`src/rtl/ntt_sched.sv`:
```
// rtl/ntt_sched.sv - Kyber NTT/INTT layer sequencer: butterfly read addresses, twiddle index, aligned write-back.
module ntt_sched #(
    parameter int RD_LAT = 1,
    parameter int BF_LAT = 3
) (
    input  logic       clk,
    input  logic       rst_n,
    input  logic       start,
    input  logic       inv,
    output logic       busy,
    output logic       done,
    output logic       rd_en,
    output logic [7:0] rd_addr_a,
    output logic [7:0] rd_addr_b,
    output logic [6:0] tw_idx,
    output logic [1:0] bf_mode,
    output logic       wr_en,
    output logic [7:0] wr_addr_a,
    output logic [7:0] wr_addr_b
);
    localparam int L = RD_LAT + BF_LAT;

    typedef enum logic [1:0] {S_IDLE, S_ISSUE, S_DRAIN, S_FIN} state_t;

    state_t      state_q, state_d;
    logic        inv_q, inv_d;
    logic [2:0]  layer_q, layer_d;
    logic [6:0]  p_q, p_d;
    logic [7:0]  cnt_q, cnt_d;
    logic [16:0] wb_q [L];
    logic [16:0] wb_d [L];
    logic [6:0]  tw_q [RD_LAT];
    logic [6:0]  tw_d [RD_LAT];

    logic [2:0] s;
    logic [3:0] s4;
    logic [7:0] p8, len, hi, addr_a, addr_b;
    logic [6:0] tw_next;

    // Butterfly span for the current layer; the two transforms walk s in opposite directions.
    always_comb begin
        s       = inv_q ? (layer_q + 3'd1) : (3'd7 - layer_q);
        s4      = {1'b0, s};
        p8      = {1'b0, p_q};
        len     = 8'd1 << s;
        hi      = p8 >> s;
        addr_a  = (hi << (s4 + 4'd1)) | (p8 & (len - 8'd1));
        addr_b  = addr_a + len;
        tw_next = inv_q ? 7'((8'd1 << (4'd8 - s4)) - 8'd1 - hi)
                        : 7'((8'd1 << (3'd7 - s)) + hi);
    end

    always_comb begin
        state_d = state_q;
        inv_d   = inv_q;
        layer_d = layer_q;
        p_d     = p_q;
        cnt_d   = cnt_q;
        case (state_q)
            S_IDLE: begin
                if (start) begin
                    state_d = S_ISSUE;
                    inv_d   = inv;
                    layer_d = 3'd0;
                    p_d     = 7'd0;
                end
            end
            S_ISSUE: begin
                p_d = p_q + 7'd1;
                if (p_q == 7'd127) begin
                    state_d = S_DRAIN;
                    cnt_d   = 8'(L - 1);
                end
            end
            S_DRAIN: begin
                // Hold off the next layer until its last write-back has landed.
                if (cnt_q == 8'd0) begin
                    if (layer_q == 3'd6) begin
                        state_d = S_FIN;
                    end else begin
                        state_d = S_ISSUE;
                        layer_d = layer_q + 3'd1;
                        p_d     = 7'd0;
                    end
                end else begin
                    cnt_d = cnt_q - 8'd1;
                end
            end
            S_FIN:   state_d = S_IDLE;
            default: state_d = S_IDLE;
        endcase
    end

    assign rd_en     = (state_q == S_ISSUE);
    assign rd_addr_a = rd_en ? addr_a : 8'd0;
    assign rd_addr_b = rd_en ? addr_b : 8'd0;

    always_comb begin
        wb_d[0] = {rd_en, rd_addr_a, rd_addr_b};
        for (int i = 1; i < L; i++) begin
            wb_d[i] = wb_q[i-1];
        end
        tw_d[0] = rd_en ? tw_next : 7'd0;
        for (int i = 1; i < RD_LAT; i++) begin
            tw_d[i] = tw_q[i-1];
        end
    end

    always_ff @(posedge clk or negedge rst_n) begin
        if (!rst_n) begin
            state_q <= S_IDLE;
            inv_q   <= 1'b0;
            layer_q <= 3'd0;
            p_q     <= 7'd0;
            cnt_q   <= 8'd0;
            for (int i = 0; i < L; i++) wb_q[i] <= '0;
            for (int i = 0; i < RD_LAT; i++) tw_q[i] <= '0;
        end else begin
            state_q <= state_d;
            inv_q   <= inv_d;
            layer_q <= layer_d;
            p_q     <= p_d;
            cnt_q   <= cnt_d;
            for (int i = 0; i < L; i++) wb_q[i] <= wb_d[i];
            for (int i = 0; i < RD_LAT; i++) tw_q[i] <= tw_d[i];
        end
    end

    assign busy      = (state_q == S_ISSUE) || (state_q == S_DRAIN);
    assign done      = (state_q == S_FIN);
    assign bf_mode   = (state_q == S_IDLE) ? 2'b11 : {1'b0, inv_q};
    assign tw_idx    = tw_q[RD_LAT-1];
    assign wr_en     = wb_q[L-1][16];
    assign wr_addr_a = wb_q[L-1][15:8];
    assign wr_addr_b = wb_q[L-1][7:0];
endmodule
```
`config.mk`:
```
export PLATFORM = sky130hd
export DESIGN_NAME = ntt_sched
export DESIGN_NICKNAME = d
export VERILOG_FILES = /design/src/rtl/ntt_sched.sv
export SDC_FILE = /design/constraint.sdc
export NUM_CORES = 1
export LEC_CHECK = 0
export CAP_MARGIN = 25
export CORE_ASPECT_RATIO = 0.75
export CORE_MARGIN = 4
export CORE_UTILIZATION = 45
export DETAILED_ROUTE_END_ITERATION = 8
export GPL_ROUTABILITY_DRIVEN = 0
export HOLD_SLACK_MARGIN = 0.02
export MAX_ROUTING_LAYER = met4
export PLACE_DENSITY = 0.65
export SYNTH_ARGS = -nofsm -noshare
export SYNTH_HDL_FRONTEND = slang
export SYNTH_SLANG_ARGS = --single-unit
```
`constraint.sdc`:
```
create_clock -name clk -period 8.78 [get_ports clk]
set_input_delay 1.317 -clock clk [delete_from_list [all_inputs] [get_ports clk]]
set_output_delay 1.317 -clock clk [all_outputs]
set_load 0.1 [all_outputs]
```
; ---- Yosys cells after proc, flatten, opt, wreduce, memory -nomap -nowiden
; Cells that the tools add are included.
[word_totals]
ff_bits = 96
latch_bits = 0
mem_bits_rw = 0
rom_bits = 0
inputBits = 4
output_inout_bits = 45
elab_cells = 72
mem_count = 0
[classes]
n_addsub = 12
n_mul = 0
div = 0
magnitude_cmp = 0
n_eq_ne = 10
n_shift = 5
n_mux = 22
bitwise_logic = 2
n_reduce_logical = 11
[ops]
columns = cell, n
row1 = $mux 7, 5
row2 = $mux 8, 4
row3 = $pmux 7 s3, 1
row4 = $pmux 8 s2, 1
row5 = $sub 8x1->8 const B, 2
row6 = $mux 3, 4
row7 = $mux 2, 5
row8 = $add 8x8->8, 1
row9 = $and 7x8->8, 1
row10 = $logic_not 8->1, 1
row11 = $ne 2x2->1 const B, 4
row12 = $or 8x8->8, 1
row13 = $pmux 2 s4, 1
row14 = $reduce_and 4->1, 2
row15 = $shl 1x3->8 const A, 1
row16 = $shl 8x4->8, 1
row17 = $shr 7x3->8, 1
row18 = $add 7x1->7 const B, 1
row19 = $add 7x7->7, 1
row20 = $eq 7x7->1 const B, 1
row21 = $shl 1x3->7 const A, 1
row22 = $shl 1x4->7 const A, 1
row23 = $sub 7x1->7 const B, 1
row24 = $sub 7x7->7, 1
row25 = other kinds (15), 19

; ---- Longest topological paths before layout
[depth]
ltp_word = 8
ltp_mapped = 22
depth_no_buf = 19

; ---- Least setup slack after synthesis
; OpenSTA, ideal clock, no wires.
[synth_timing]
path_type = flip-flop to output port
from = register layer_q[0]
to = output rd_addr_b[6]
arrival_ns = 4.694
required_ns = 7.463
setup_slack_ns = 2.769
stages_incl_launch_ff = 23
path_buffers = 3
path_cell_list = dfrtp_1 clkbuf_1 inv_1 clkbuf_1 ha_1 mux2i_1 nand2_1 inv_2 ha_1 nand2b_1 mux2_2 o32ai_2 nor2_1 xnor2_1 ha_1 a21o_1 a21o_1 a21o_1 a21oi_1 o31ai_1 xnor2_1 nor2_1 buf_4
[synth_lines]
columns = item, line
row1 = from (decl), 27  ; logic [2:0] layer_q, layer_d;
row2 = from (signal assigned), 121  ; layer_q <= layer_d;
row3 = to (decl), 14  ; output logic [7:0] rd_addr_b,

; ---- Worst setup path after layout
[layout_timing]
from = register layer_q[0]
to = output rd_addr_b[3]
[layout_via]
elab_chain_cells = 8
word_cells_on_any_way = 12
classes_between = add/sub: 5 / shift: 3 / mux: 2 / bitwise: 2
[layout_rtl]
columns = item, line
row1 = $sub 3x3->3 / $add 3x1->3 (equally long branches), 42  ; s = inv_q ? (layer_q + 3'd1) : (3'd7 - layer_q);
row2 = $mux 3 *, 42
row3 = $shl 1x3->8, 45  ; len = 8'd1 << s;
row4 = $sub 8x1->8, 47  ; addr_a = (hi << (s4 + 4'd1)) | (p8 & (len - 8'd1));
row5 = $and 7x8->8, 47
row6 = $or 8x8->8, 47
row7 = $add 8x8->8 *, 48  ; addr_b = addr_a + len;
row8 = $mux 8 *, 96  ; assign rd_addr_b = rd_en ? addr_b : 8'd0;
; Mark *: on every way between the ends. The rest lies on a longest branch, timed or not.

==> impl_metrics.tcl <==
set metrics [dict create \
    run_status "completed" \
    final_net_count 555 \
    power.clock.fraction 0.448 \
    grt_usage 0.174 \
    timing.slew.headroom 0.339 \
    total_of_flip_flops_plus_latches_after_synthesis 96 \
    timing.hold.worst_path_depth 0 \
    most_common_cell_in_the_synthesized_netlist "sky130_fd_sc_hd__dfrtp_1" \
    worst_path_largest_cell_delay_ps 1170 \
    worst-path-max-fanout 25 \
    num_vias 3615 \
    power.static_leakage_nw 2.55 \
    critPathTopFamily "buffers and inverters" \
    grt_pass1_vias 3452 \
    ios 49 \
    number_of_warnings_reported_in_the_yosys_synthesis_log 0 \
    synth_seq_area_share 0.470 \
    cellInternalPower_mw 0.639 \
    antenna_found_initial 0 \
    clock-sinks 96 \
    clk_pin_slew_worst_paths_ps 70 \
    htreeDepth 3 \
    reg2reg_to "wb_d[40]$_DFF_PN0_" \
    portBuffers 48 \
    mean_post_synth_cell_area_um2 10.3 \
    synth.largest_area_cell "sky130_fd_sc_hd__dfrtp_1" \
    holdCritStartpoint "wb_d[32]$_DFF_PN0_" \
    slew_viol_final 0 \
    nFillCells 960 \
    multiInputGateArea_um2 2400 \
    postRouteWirelength_um 10400 \
    detail_route.vias_per_cell 5.46 \
    cts_inserted_buffers 9 \
    grt_overflow_total 0 \
    finalNonFillerCells 662 \
    grt_start_max_net_pins 70 \
    remaining_number_of_nets_flagged_by_the_antenna_check_after_routing 0 \
    timing.clock.skew_ps 8.04 \
    ir_worst_vdd_mv 0.0902 \
    layout.area.seq_um2 2400 \
    clk_path_buf_depth 2 \
    cts-hold-fix-buffers 0 \
    chipWidth_um 131 \
    power_per_cell_area_nw_per_um2 140 \
    worstSetupPathType "flop to primary output" \
    p_comb_frac 0.012 \
    final_hold_slack_ps 346 \
    design.die.area_um2 13100 \
    final_period_minus_worst_setup_slack_ps 6870 \
    cts-resized-gates 0 \
    ys_top_cells_by_count "sky130_fd_sc_hd__dfrtp_1, sky130_fd_sc_hd__nor2_1, sky130_fd_sc_hd__nand2_1" \
    endpoint_kind "primary output" \
    floorplan.die.height_um 100 \
    clkLatencyLatePin_ps 340 \
    critical_path.startpoint_type "flop" \
    ff2ff_setup_slack_ps 3880 \
    syn2layout_area_growth_pct 14.0 \
    drt-wirelength-per-cell_um 15.8 \
    syn-instance-count 496 \
    first_pass_iters 5 \
    hold_violations 0 \
    power.share.switching 0.218 \
    yosys.cell_types.count 68 \
    post_dp_cell_area_um2 5540 \
    syn_nets 534 \
    placeableCoreArea_um2 11000 \
    worst-slew-pin-transition_ps 988 \
    path_buf_inv 3 \
    cts_tree "done" \
    place.detailed.hpwl_um 7420 \
    min_period_over_period 0.782 \
    final_area_um2 5820 \
    critical_path.cell_chain "buf_4 -> ha_1 -> nor2b_4 -> xnor2_4 -> inv_2 -> ha_1 -> nor2_1 -> a21oi_1 -> o22ai_1 -> o2bb2ai_1 -> ha_1 -> a31oi_1 -> o21ai_0 -> xnor2_1 -> nor2_1 -> clkdlybuf4s50_1" \
    timing.reg2reg.worst_path_depth 20 \
    max_cap_viol_count 0 \
    hold-path-endpoint "wb_d[15]$_DFF_PN0_" \
    rsz0062_at_grt "no" \
    critical-path-top-cell-by-count "sky130_fd_sc_hd__ha_1" \
    arrival_ps 5550 \
    hold_class "flop to flop" \
    synth-main-ff-cell "sky130_fd_sc_hd__dfrtp_1" \
    syn-cell-area_um2 5110 \
    final.setup.tns_ps 0 \
    dr.first_iter.drc_count 308 \
    cpMaxStageDelayCell "sky130_fd_sc_hd__clkdlybuf4s50_1" \
    row_count 33 \
    grt_first_pass_wirelength_um 17600 \
    synthTopCellsByArea "sky130_fd_sc_hd__dfrtp_1, sky130_fd_sc_hd__ha_1, sky130_fd_sc_hd__nor2_1, sky130_fd_sc_hd__nand2_1, sky130_fd_sc_hd__o21ai_0" \
    post-place-cells 646 \
    cts-root-buf "sky130_fd_sc_hd__clkbuf_16" \
    drc 0 \
    drive_gt1_frac 0.0900 \
    power.sequential.fraction 0.541 \
    crit_required_ps 7460 \
    initial_core_util 0.463 \
    setup_violations 0 \
    reg2reg_from "layer_q[0]$_DFFE_PN0P_" \
    post-synth-top-area-fraction 0.470 \
    p_sw_mw 0.178 \
    cts_setup_buffers 0 \
    synth_edf_count 0 \
    antenna_diode_count 0 \
    fmax_ghz 0.146 \
    asyncSetResetFlopFracSynth 1.00 \
]
worst max-delay path by stage:
stage	from	to	slack, ps	cells after the start
global placement	layer_q[0]$_DFFE_PN0P_	rd_addr_b[3]	2530	16
detailed placement	layer_q[0]$_DFFE_PN0P_	rd_addr_b[3]	2350	16
floorplan	layer_q[0]$_DFFE_PN0P_	rd_addr_b[6]	2770	22
finish	layer_q[0]$_DFFE_PN0P_	rd_addr_b[3]	1910	16
CTS	layer_q[0]$_DFFE_PN0P_	rd_addr_b[3]	1950	16
global route	layer_q[0]$_DFFE_PN0P_	rd_addr_b[6]	1560	21
logic make-up (layout without fill, tap and decap cells):
family,Yosys count,count (layout),share of synthesized area
AND/OR/NAND/NOR,160,160,0.159
AO/OA/AOI/OAI,104,104,0.144
flip-flops,96,96,0.470
buffers and inverters,60,86,0.0586
adder cells (fa/ha/maj),34,34,0.0863
XOR/XNOR,26,26,0.0483
multiplexers,16,16,0.0341
layout by cell type (no fill, tap or decap), drive strengths merged, types with 9 or more instances in the layout:
master	n
buf	9
o21ai	30
xor2	14
nor2	44
nor2b	9
dfrtp	96
ha	32
a21o	12
inv	21
a21oi	19
and2	13
clkdlybuf4s50	42
nor3	11
a211oi	9
clkbuf	10
nand2	43
xnor2	12
area by class of cell:
| type | instances | area share |
|---|---|---|
| timing repair buffer | 51 | 0.0838 |
| clock inverter | 6 | 0.00881 |
| inverter | 19 | 0.0123 |
| multi-input combinational | 340 | 0.413 |
| tap | 140 | 0.0301 |
| clock buffer | 10 | 0.0393 |
| sequential | 96 | 0.413 |
metal layers:
layer,global-route usage,part of all wire
met5,-,0
met4,0.0458,0.0087
met3,0.0314,0.052
met2,0.252,0.44
met1,0.253,0.50
through the flow:
step	total power, mW	utilization	setup WS, ps
finish	0.817	0.528	1910
global route	0.851	0.528	1560
CTS	0.834	0.528	1950
detailed placement	0.461	0.503	2350
global placement	0.461	0.503	2530
floorplan	0.451	-	2770
flip-flops by register name, summed over array words and instances (netlist names):
| signal | flops |
|---|---|
| wr_addr_a | 8 |
| inv_q | 1 |
| state_q | 2 |
| layer_q | 3 |
| wb_d | 51 |
| wr_en | 1 |
| tw_idx | 7 |
| wr_addr_b | 8 |
| p_q | 7 |
| cnt_q | 8 |
power groups by stage:
| stage | Clock, mW | Sequential (mW) | Combinational, mW |
|---|---|---|---|
| 6_report | 0.366 | 0.442 | 0.00954 |
| 5_1_grt | 0.398 | 0.442 | 0.0116 |
| 4_1_cts | 0.381 | 0.442 | 0.0104 |
| 3_5_place_dp | 0 | 0.451 | 0.0104 |
| 3_3_place_gp | 0 | 0.451 | 0.0102 |
| 2_1_floorplan | 0 | 0.451 | 0.00000765 |
Note: power is estimated with default switching activity, not from simulation.
